**src/rtl/uart_rx.sv**
```systemverilog
// uart_rx: UART receive path; 2-FF synchronized RX, mid-bit sampling, RXRDY held until CLR.
// Optional break detection with idle re-arm is built when UART_RX_BREAK_EN is defined.
module uart_rx #(
  parameter int DIV_SHIFT = 0
) (
  input  logic       clk,
  input  logic       rst,
  input  logic       RX,
  input  logic       EIGHT,
  input  logic       PEN,
  input  logic       OHEL,
  input  logic [3:0] BAUD,
  input  logic       CLR,
  output logic [7:0] RX_DATA,
  output logic       RXRDY,
  output logic       PERR,
  output logic       FERR,
  output logic       OVF,
  output logic       BRK
);
  // state  | meaning
  // IDLE   | waiting for a low level on rxs
  // START  | half-bit wait, start bit re-checked
  // DATA   | sampling data bits at mid-bit
  // PARITY | sampling parity bit
  // STOP   | sampling stop bit, then completion
  // REARM  | after a break, wait for one full bit of idle line
  typedef enum logic [2:0] {IDLE, START, DATA, PARITY, STOP, REARM} state_t;

  state_t      state, state_n;
  logic        rx_meta, rxs;
  logic [18:0] base_cnt, sel_cnt, bit_len, timer;
  logic        tc, load_half, load_full, brk_now;
  logic [3:0]  nbit, last_bit;
  logic [7:0]  shreg, data_w, pend_data;
  logic        par_bit, eight_q, pen_q, ohel_q;
  logic        done, pend_perr, pend_ferr, pend_brk;
`ifdef UART_RX_BREAK_EN
  logic        zero_run;
`endif

  always_comb begin
    case (BAUD)
      4'd0:    base_cnt = 19'd333333;
      4'd1:    base_cnt = 19'd83333;
      4'd2:    base_cnt = 19'd41667;
      4'd3:    base_cnt = 19'd20833;
      4'd4:    base_cnt = 19'd10417;
      4'd5:    base_cnt = 19'd5208;
      4'd6:    base_cnt = 19'd2604;
      4'd7:    base_cnt = 19'd1736;
      4'd8:    base_cnt = 19'd868;
      4'd9:    base_cnt = 19'd434;
      4'd10:   base_cnt = 19'd217;
      default: base_cnt = 19'd109;
    endcase
  end

  // Floor of 2 keeps the half-bit load non-zero for aggressive DIV_SHIFT values.
  always_comb begin
    sel_cnt = base_cnt >> DIV_SHIFT;
    if (sel_cnt < 19'd2) sel_cnt = 19'd2;
  end

  assign tc       = (timer == 19'd0);
  assign last_bit = eight_q ? 4'd7 : 4'd6;
  assign data_w   = eight_q ? shreg : {1'b0, shreg[7:1]};
`ifdef UART_RX_BREAK_EN
  assign brk_now  = zero_run & ~rxs;
`else
  assign brk_now  = 1'b0;
`endif

  always_ff @(posedge clk) begin
    if (!rst) state <= IDLE;
    else      state <= state_n;
  end

  always_comb begin
    state_n   = state;
    load_half = 1'b0;
    load_full = 1'b0;
    case (state)
      IDLE: if (!rxs) begin
        state_n   = START;
        load_half = 1'b1;
      end
      START: if (tc) begin
        if (rxs) state_n = IDLE;
        else begin
          state_n   = DATA;
          load_full = 1'b1;
        end
      end
      DATA: if (tc) begin
        load_full = 1'b1;
        if (nbit == last_bit) state_n = pen_q ? PARITY : STOP;
      end
      PARITY: if (tc) begin
        load_full = 1'b1;
        state_n   = STOP;
      end
      STOP: if (tc) begin
        if (brk_now) begin
          state_n   = REARM;
          load_full = 1'b1;
        end else state_n = IDLE;
      end
      REARM: begin
        if (!rxs)   load_full = 1'b1;
        else if (tc) state_n = IDLE;
      end
      default: state_n = IDLE;
    endcase
  end

  always_ff @(posedge clk) begin
    if (!rst) begin
      rx_meta   <= 1'b1;
      rxs       <= 1'b1;
      timer     <= '0;
      bit_len   <= '0;
      nbit      <= '0;
      shreg     <= '0;
      par_bit   <= 1'b0;
      eight_q   <= 1'b0;
      pen_q     <= 1'b0;
      ohel_q    <= 1'b0;
      done      <= 1'b0;
      pend_data <= '0;
      pend_perr <= 1'b0;
      pend_ferr <= 1'b0;
      pend_brk  <= 1'b0;
`ifdef UART_RX_BREAK_EN
      zero_run  <= 1'b0;
`endif
    end else begin
      rx_meta <= RX;
      rxs     <= rx_meta;
      done    <= 1'b0;
      if (load_half)      timer <= (sel_cnt >> 1) - 19'd1;
      else if (load_full) timer <= bit_len - 19'd1;
      else if (!tc)       timer <= timer - 19'd1;
      // Frame configuration is frozen at start detection.
      if (state == IDLE && load_half) begin
        bit_len <= sel_cnt;
        eight_q <= EIGHT;
        pen_q   <= PEN;
        ohel_q  <= OHEL;
        nbit    <= '0;
`ifdef UART_RX_BREAK_EN
        zero_run <= 1'b1;
`endif
      end
      if (state == DATA && tc) begin
        shreg <= {rxs, shreg[7:1]};
        nbit  <= nbit + 4'd1;
`ifdef UART_RX_BREAK_EN
        zero_run <= zero_run & ~rxs;
`endif
      end
      if (state == PARITY && tc) begin
        par_bit <= rxs;
`ifdef UART_RX_BREAK_EN
        zero_run <= zero_run & ~rxs;
`endif
      end
      if (state == STOP && tc) begin
        done      <= 1'b1;
        pend_data <= data_w;
        pend_perr <= pen_q & (par_bit ^ (^data_w) ^ ohel_q);
        pend_ferr <= ~rxs;
        pend_brk  <= brk_now;
      end
    end
  end

  always_ff @(posedge clk) begin
    if (!rst) begin
      RX_DATA <= '0;
      RXRDY   <= 1'b0;
      PERR    <= 1'b0;
      FERR    <= 1'b0;
      OVF     <= 1'b0;
      BRK     <= 1'b0;
    end else if (done) begin
      RX_DATA <= pend_data;
      RXRDY   <= 1'b1;
      PERR    <= pend_perr;
      FERR    <= pend_ferr;
      OVF     <= RXRDY & ~CLR;
      BRK     <= pend_brk;
    end else if (CLR) begin
      RXRDY <= 1'b0;
      PERR  <= 1'b0;
      FERR  <= 1'b0;
      OVF   <= 1'b0;
      BRK   <= 1'b0;
    end
  end
endmodule

```
**config.mk**
```make
export PLATFORM = sky130hd
export DESIGN_NAME = uart_rx
export DESIGN_NICKNAME = d
export VERILOG_FILES = /design/src/rtl/uart_rx.sv
export SDC_FILE = /design/constraint.sdc
export NUM_CORES = 1
export LEC_CHECK = 0
export ABC_AREA = 1
export CAP_MARGIN = 5
export CORE_MARGIN = 2
export CORE_UTILIZATION = 50
export CTS_CLUSTER_DIAMETER = 50
export DETAILED_ROUTE_END_ITERATION = 8
export DONT_BUFFER_PORTS = 1
export GPL_ROUTABILITY_DRIVEN = 0
export GPL_TIMING_DRIVEN = 0
export HOLD_SLACK_MARGIN = 0.03
export MAX_ROUTING_LAYER = met4
export PLACE_DENSITY = 0.71
export RECOVER_POWER = 25
export SETUP_SLACK_MARGIN = 0.4
export SYNTH_ARGS = -nofsm -noshare
export SYNTH_HDL_FRONTEND = slang
export SYNTH_SLANG_ARGS = --single-unit
```
**constraint.sdc**
```tcl
create_clock -name clk -period 2 [get_ports clk]
set_input_delay 0.4 -clock clk [delete_from_list [all_inputs] [get_ports clk]]
set_output_delay 0.4 -clock clk [all_outputs]
set_load 0.01 [all_outputs]
```
# After elaboration in Yosys (flattened, before gate mapping)
# Memories as Yosys holds them, arrays and structs flattened.
# Index checks and enable logic that the tools add are counted.
# totals
output_inout_bits	13
elab_cells	87
reg_bits	83
input_bits	11
romBits	288
n_memories	1
# mem_list
name	depth	word_bits	rd	rd_ports_with_merged_regs	wr	line_no	text
(no name shown)	16	18	1	0	0	43	case (BAUD)
# op_classes
n_reduce_logical	11
magnitude_cmp	1
eq_ne	13
mux	30
add_sub_neg	4
bitwise_logic	6
# op_table
cell	count
$mux W19	4
$sub A19 B1 Y19 const B	2
$mux W3	8
$logic_not A19 Y1	1
$lt A19 B2 Y1 const B	1
$sub A18 B1 Y19 const B	1
$pmux W3 S6	1
$mux W1	12
$ne A2 B2 Y1 const B	6
$mux W4	2
$mux W8	1
$reduce_xor A8 Y1	1
$eq A3 B2 Y1 const B	2
$eq A3 B3 Y1 const B	2
$reduce_and A6 Y1	1
$add A4 B1 Y4 const B	1
$eq A4 B3 Y1	1
$logic_and A1 B1 Y1	4
$reduce_bool A2 Y1	2
$eq A3 B1 Y1 const B	1
$logic_not A3 Y1	1
$ne A3 B1 Y1 const B	1
$pmux W1 S3	1
$and A1 B1 Y1	2
other kinds (4)	6

# Logic depth before layout (Yosys ltp)
# depth
depth_word	5
mapped_depth	18
ltp_nobuf	17

# Worst setup path after synthesis
# OpenSTA, ideal clock, no wires.
# synth_timing
path_type	flip-flop to flip-flop
startpoint	register state[2]
endpoint	register timer[16]
setup_time_ns	0.117
path_buffers	1
path_stages_with_launch	17
path_slack_ns	-0.112
synth_period_minus_slack_ns	2.112
t_required_ns	1.883
arrival_time_ns	1.995
cell_sequence	dfxtp_1 buf_2 inv_1 nand2_1 nand2_2 nand4_4 nand2_2 or2_1 a21oi_4 ha_1 nand2_1 nor2_4 nand2_1 nand2_1 nand2_1 nand2_1 nor2_1
# synth_via
elab_chain_cells	5
elab_cells_between_ends	11
classes_between	eq/ne: 5; mux: 4; reduce/logical: 2
# synth_rtl
element	line_no	text
start, declared	30	state_t state, state_n;
start signal, assigned	76	else state <= state_n;
$eq A3 B2 Y1	83	case (state)
$reduce_or A2 Y1 (no line)	n/a	
$pmux W1 S3	83	
$mux W19	142	else if (load_full) timer <= bit_len - 19'd1;
$mux W19	141	if (load_half) timer <= (sel_cnt >> 1) - 19'd1;
end signal, assigned	141	
end signal, assigned	142	
end signal, assigned	143	else if (!tc) timer <= timer - 19'd1;
end, declared	32	logic [18:0] base_cnt, sel_cnt, bit_len, timer;
# Parallel ways exist; a longest one is shown, timed or not.
# A chain may end at the register's enable or synchronous reset.

# Final worst setup path
# layout_timing
startpoint	register state[0]
endpoint	register timer[13]
# The elaborated chain is that of the path after synthesis.

==> summary.md <==
The flow ran to the end, but the final reports show violations. The checks that failed: negative setup slack. The initial antenna violation count came out at 1. In this run the static leakage power is 2.39 nW. Via count of the first global-routing pass: 4036. Setup repair after global routing could not meet its margin everywhere. The dominant combinational cell family by area after synthesis is simple AND/OR/NAND/NOR gates. The logs give 0.578 for the worst-case headroom to the max-slew limit and 608 for the synthesized instance count.

The required arrival time at the worst endpoint was 2310 ps. The path type of the worst setup path was flop to flop. For this design, the slowest cell found on the critical path is sky130_fd_sc_hd__dfxtp_4. The combinational cell fraction of total power was 0.598; the number of buffer cells added on primary ports was 0. The total power divided by cell area is 1390 nW/µm², and the wire length of the first global-routing pass is 19200 µm. For hold timing, the worst endpoint is rx_meta. The share of the synthesized area in the top cell type came out at 0.381. The slack of the worst reg-to-reg path was -410 ps. The switching share of power works out to 0.466. The floorplan step set the die width to 96.2 µm. The tools report the register share of total power as 0.257.

Counting distinct cell types in the post-synthesis netlist gives 40. In this run the standard cell core region covers 8220 µm². Subtracting the final worst setup slack from the clock period gives 2410 ps. Internal power comes to 0.00425 W. The worst register-to-register path begins at state[0]. TritonCTS built the clock tree. The post-synth net total was 626; the area growth from synthesis to layout was 34.3%.

The Yosys warning count is 0, and the total number of nets in the final design is 692. The largest fanout on the critical path came out at 7. Post-synthesis share of cell area spent on xor and xnor gates: 0.0288. The adder-cell share of the synthesized area came out at 0.0206. The area of the mapped netlist is 4250 µm², and the post-layout total power is 0.00796 W. In this run, the number of DRC markers left after iteration 0 of detailed routing was 412. The simple-gate share of the synthesized area was 0.331; the number of vias per cell was 5.73. Across the run, the number of max-cap violations was 0. Clock tree synthesis inserted a total of 9 buffers. The filler cells instantiated in the layout total 605. In this run the core area contains 33 standard-cell rows. Clock network fraction of total power: 0.146. The tree built by TritonCTS fans out to 81 sinks.

After detailed routing, the number of remaining DRC violations is 0. The maximum clock skew at final layout is 17.1 ps, and the average instance area after synthesis is 6.99 µm². The latest clock arrival within the worst-skew pair is 380 ps, and the share of the clock period used by the worst path is 1.21.

The aggregate global-route resource usage was 0.281; the share of post-route cells with drive strength above 1 was 0.356. For this run, the slowest stage of the critical path takes 400 ps. Setup violations remaining at the end of the flow were counted as 26. The number of iterations in the first detailed-routing pass was 5.

IR analysis of the VDD net gives a maximum drop of 0.640 mV. The number of routed nets with antenna violations was 0. For this design the total switching power over the nets is 0.00371 W. The half-perimeter wire length after placement is 7940 µm. The worst setup path is captured at a flop. The tools report the slack of the critical path as -412 ps.

The sequential fraction of the synthesis area came out at 0.381. The floorplan die area was 9260 µm². The area of all placed cells without fillers is 5710 µm², and the worst-margin pin slew is 633 ps.

The buffer type at the clock tree root was sky130_fd_sc_hd__clkbuf_8. Prior to clock tree synthesis, the placed netlist has a worst setup slack of -263 ps. The synthesized-area fraction occupied by ao, oa, aoi and oai cells was 0.151; the maximum operating frequency was 0.415 GHz.

The synthesized design spends more area on one cell type than any other, namely sky130_fd_sc_hd__dfxtp_1. The tools report the hold buffer count at cts as 0. The logs give 3 for the count of H-tree levels built during CTS and 0.517 for the initial cell density of the core. The critical path goes through inv_4, nor2_4, nand2_2, nand2_2, nand4_4, nand3_4, nand2_1, nand2_2, nand2_4, nor2_4, inv_1, nor2_4, nand4_1, a21oi_2. The kind of path behind the tightest hold check was primary input to flop. For the boundary pin count, the log shows 24. Wires add up to 13800 µm. The via count of the routed design was 4495.

The run gives 0 as the number of hold-slack violations in the final timing report. The share of cell area taken by muxes after synthesis is 0. After clock tree synthesis, the clock-pin slew on the worst setup and hold paths is 100 ps. In this run the vertical extent of the chip is 96.2 µm.

The average wire per standard cell came out at 17.6 µm. In this run the most critical hold path is launched from RX. Data on the critical path arrives at its endpoint at 2720 ps.

The count of cells along the worst register-to-register path was 14; the maximum buffer depth of the clock tree was 2. In this run the critical register-to-register path is captured at timer[13]. STA classifies the critical path startpoint as a flop. The run gives 0 as the number of pins exceeding their max-slew limit in the final report. Maximum number of pins on one net before global-route repair: 17.

After synthesis, the cell types taking the most area are sky130_fd_sc_hd__dfxtp_1 (38%), sky130_fd_sc_hd__nand2_1 (11%), sky130_fd_sc_hd__nor2_1 (7.2%), sky130_fd_sc_hd__a21oi_1 (6.5%), sky130_fd_sc_hd__inv_1 (4.9%). The worst hold path depth works out to 1. The tools report the core utilization of the finished layout as 0.695. The aggregate global routing overflow is 0, and the placement-stage cell area is 4510 µm². The flop and latch count out of synthesis works out to 81.
[synthesized netlist by cell type (all sizes together)]
| cell type | number |
|---|---|
| nand2 | 146 |
| nor2 | 95 |
| dfxtp | 81 |
| inv | 60 |
| a21oi | 57 |
| o21ai | 43 |
| nand3 | 26 |
| buf | 15 |
| nand3b | 11 |
| nor3 | 11 |
| nand4 | 8 |
| clkbuf | 7 |
| ha | 7 |
| xnor2 | 7 |
| xor2 | 7 |
| a211oi | 6 |
| o211ai | 4 |
| or2 | 4 |
| clkinv | 3 |
| a311oi | 2 |
| a31oi | 2 |
| nor3b | 2 |
| conb | 1 |
| nor4 | 1 |
| o22ai | 1 |
| o41ai | 1 |
[cell usage in the layout, fill, tap and decap left out, drive strengths merged, types with 2 or more instances in the layout]
| cell | Yosys | routed |
|---|---|---|
| nand3 | 26 | 27 |
| nor2 | 95 | 95 |
| buf | 15 | 66 |
| a31oi | 2 | 2 |
| ha | 7 | 7 |
| a211oi | 6 | 6 |
| or2 | 4 | 4 |
| o211ai | 4 | 4 |
| xor2 | 7 | 7 |
| nand4 | 8 | 8 |
| o21ai | 43 | 43 |
| dfxtp | 81 | 81 |
| xnor2 | 7 | 7 |
| nor3b | 2 | 2 |
| nor3 | 11 | 11 |
| nand3b | 11 | 11 |
| nand2 | 146 | 146 |
| clkinvlp | 0 | 4 |
| inv | 60 | 64 |
| a21oi | 57 | 57 |
| a311oi | 2 | 2 |
| clkinv | 3 | 3 |
| clkbuf | 7 | 18 |
[power groups by stage]
stage / Clock (W) / Sequential [W] / Combinational [W]
after floorplan: 0 / 0.00199 / 0.00243
after global placement: 0 / 0.00202 / 0.00290
after detailed placement: 0 / 0.00203 / 0.00295
after CTS: 0.00116 / 0.00202 / 0.00375
after global routing: 0.00124 / 0.00206 / 0.00503
final: 0.00116 / 0.00204 / 0.00476
[worst max-delay path by stage]
stage | startpoint | slack (ps) | depth (start not counted) | endpoint
floorplan | state[2] | 50 | 14 | timer[18]
global placement | rxs | -250 | 16 | timer[16]
detailed placement | rxs | -260 | 16 | timer[16]
CTS | timer[10] | -190 | 15 | timer[16]
global route | timer[17] | -520 | 13 | timer[13]
finish | state[0] | -410 | 14 | timer[13]
[critical path, delay by kind of cell (launching register included)]
kind | cells | cell delay (ps)
compound gates | 1 | 210
simple gates | 11 | 1550
buf+inv | 2 | 180
flops | 1 | 400
[sequential cells by signal, indices dropped and copies added, names as in the netlist]
| signal | flops |
|---|---|
| bit_len | 18 |
| pen_q | 1 |
| OVF | 1 |
| nbit | 4 |
| done | 1 |
| timer | 19 |
| rxs | 1 |
| RXRDY | 1 |
| pend_ferr | 1 |
| par_bit | 1 |
| shreg | 8 |
| pend_perr | 1 |
| FERR | 1 |
| RX_DATA | 8 |
| ohel_q | 1 |
| PERR | 1 |
| pend_data | 8 |
| eight_q | 1 |
| state | 3 |
| rx_meta | 1 |
[metal layers]
metal / GRT usage / routed length, µm / part of all wire
met5: - / 0 / 0
met4: 0.123 / 703 / 0.051
met3: 0.0540 / 979 / 0.071
met2: 0.481 / 6770 / 0.49
met1: 0.319 / 5380 / 0.39
[cell type report]
cell class              instances  area [µm²]  area share
multi-input cells             443        2840       0.497
flip-flops and latches         81        1640       0.287
repair buffers                 53         488      0.0855
inverters                      63         249      0.0436
plain buffers                  22         175      0.0307
well taps                     105         131      0.0230
clock buffers                   9         124      0.0217
clock inverters                 7        56.3     0.00986
repair inverters                1        7.51     0.00131
diodes                          1        2.50    0.000438
[through the flow]
| stage | setup TNS, ps | hold slack (ps) | cells |
|---|---|---|---|
| 6_report | -5100 | 138 | 785 |
| 5_1_grt | -7790 | 127 | 785 |
| 3_3_place_gp | -3020 | 398 | 713 |
| 4_1_cts | -1710 | 125 | 766 |
| 3_5_place_dp | -3640 | 404 | 713 |
| 2_1_floorplan | 0 | 393 | 608 |
[kinds of logic after synthesis]
family / Yosys count
AO/OA/AOI/OAI: 116
XOR/XNOR: 14
adder cells (fa/ha/maj): 7
buffers and inverters: 85
flip-flops: 81
other: 1
AND/OR/NAND/NOR: 304
[repair_timing]
item | 4_1_cts | 5_1_grt
setup endpoints to repair | 51 | 61
pin swaps | 23 | 39
gates cloned | 5 | 1
buffers inserted | 32 | 17
gates resized for setup | 81 | 79
No activity file was read; power rests on OpenSTA's default activity.
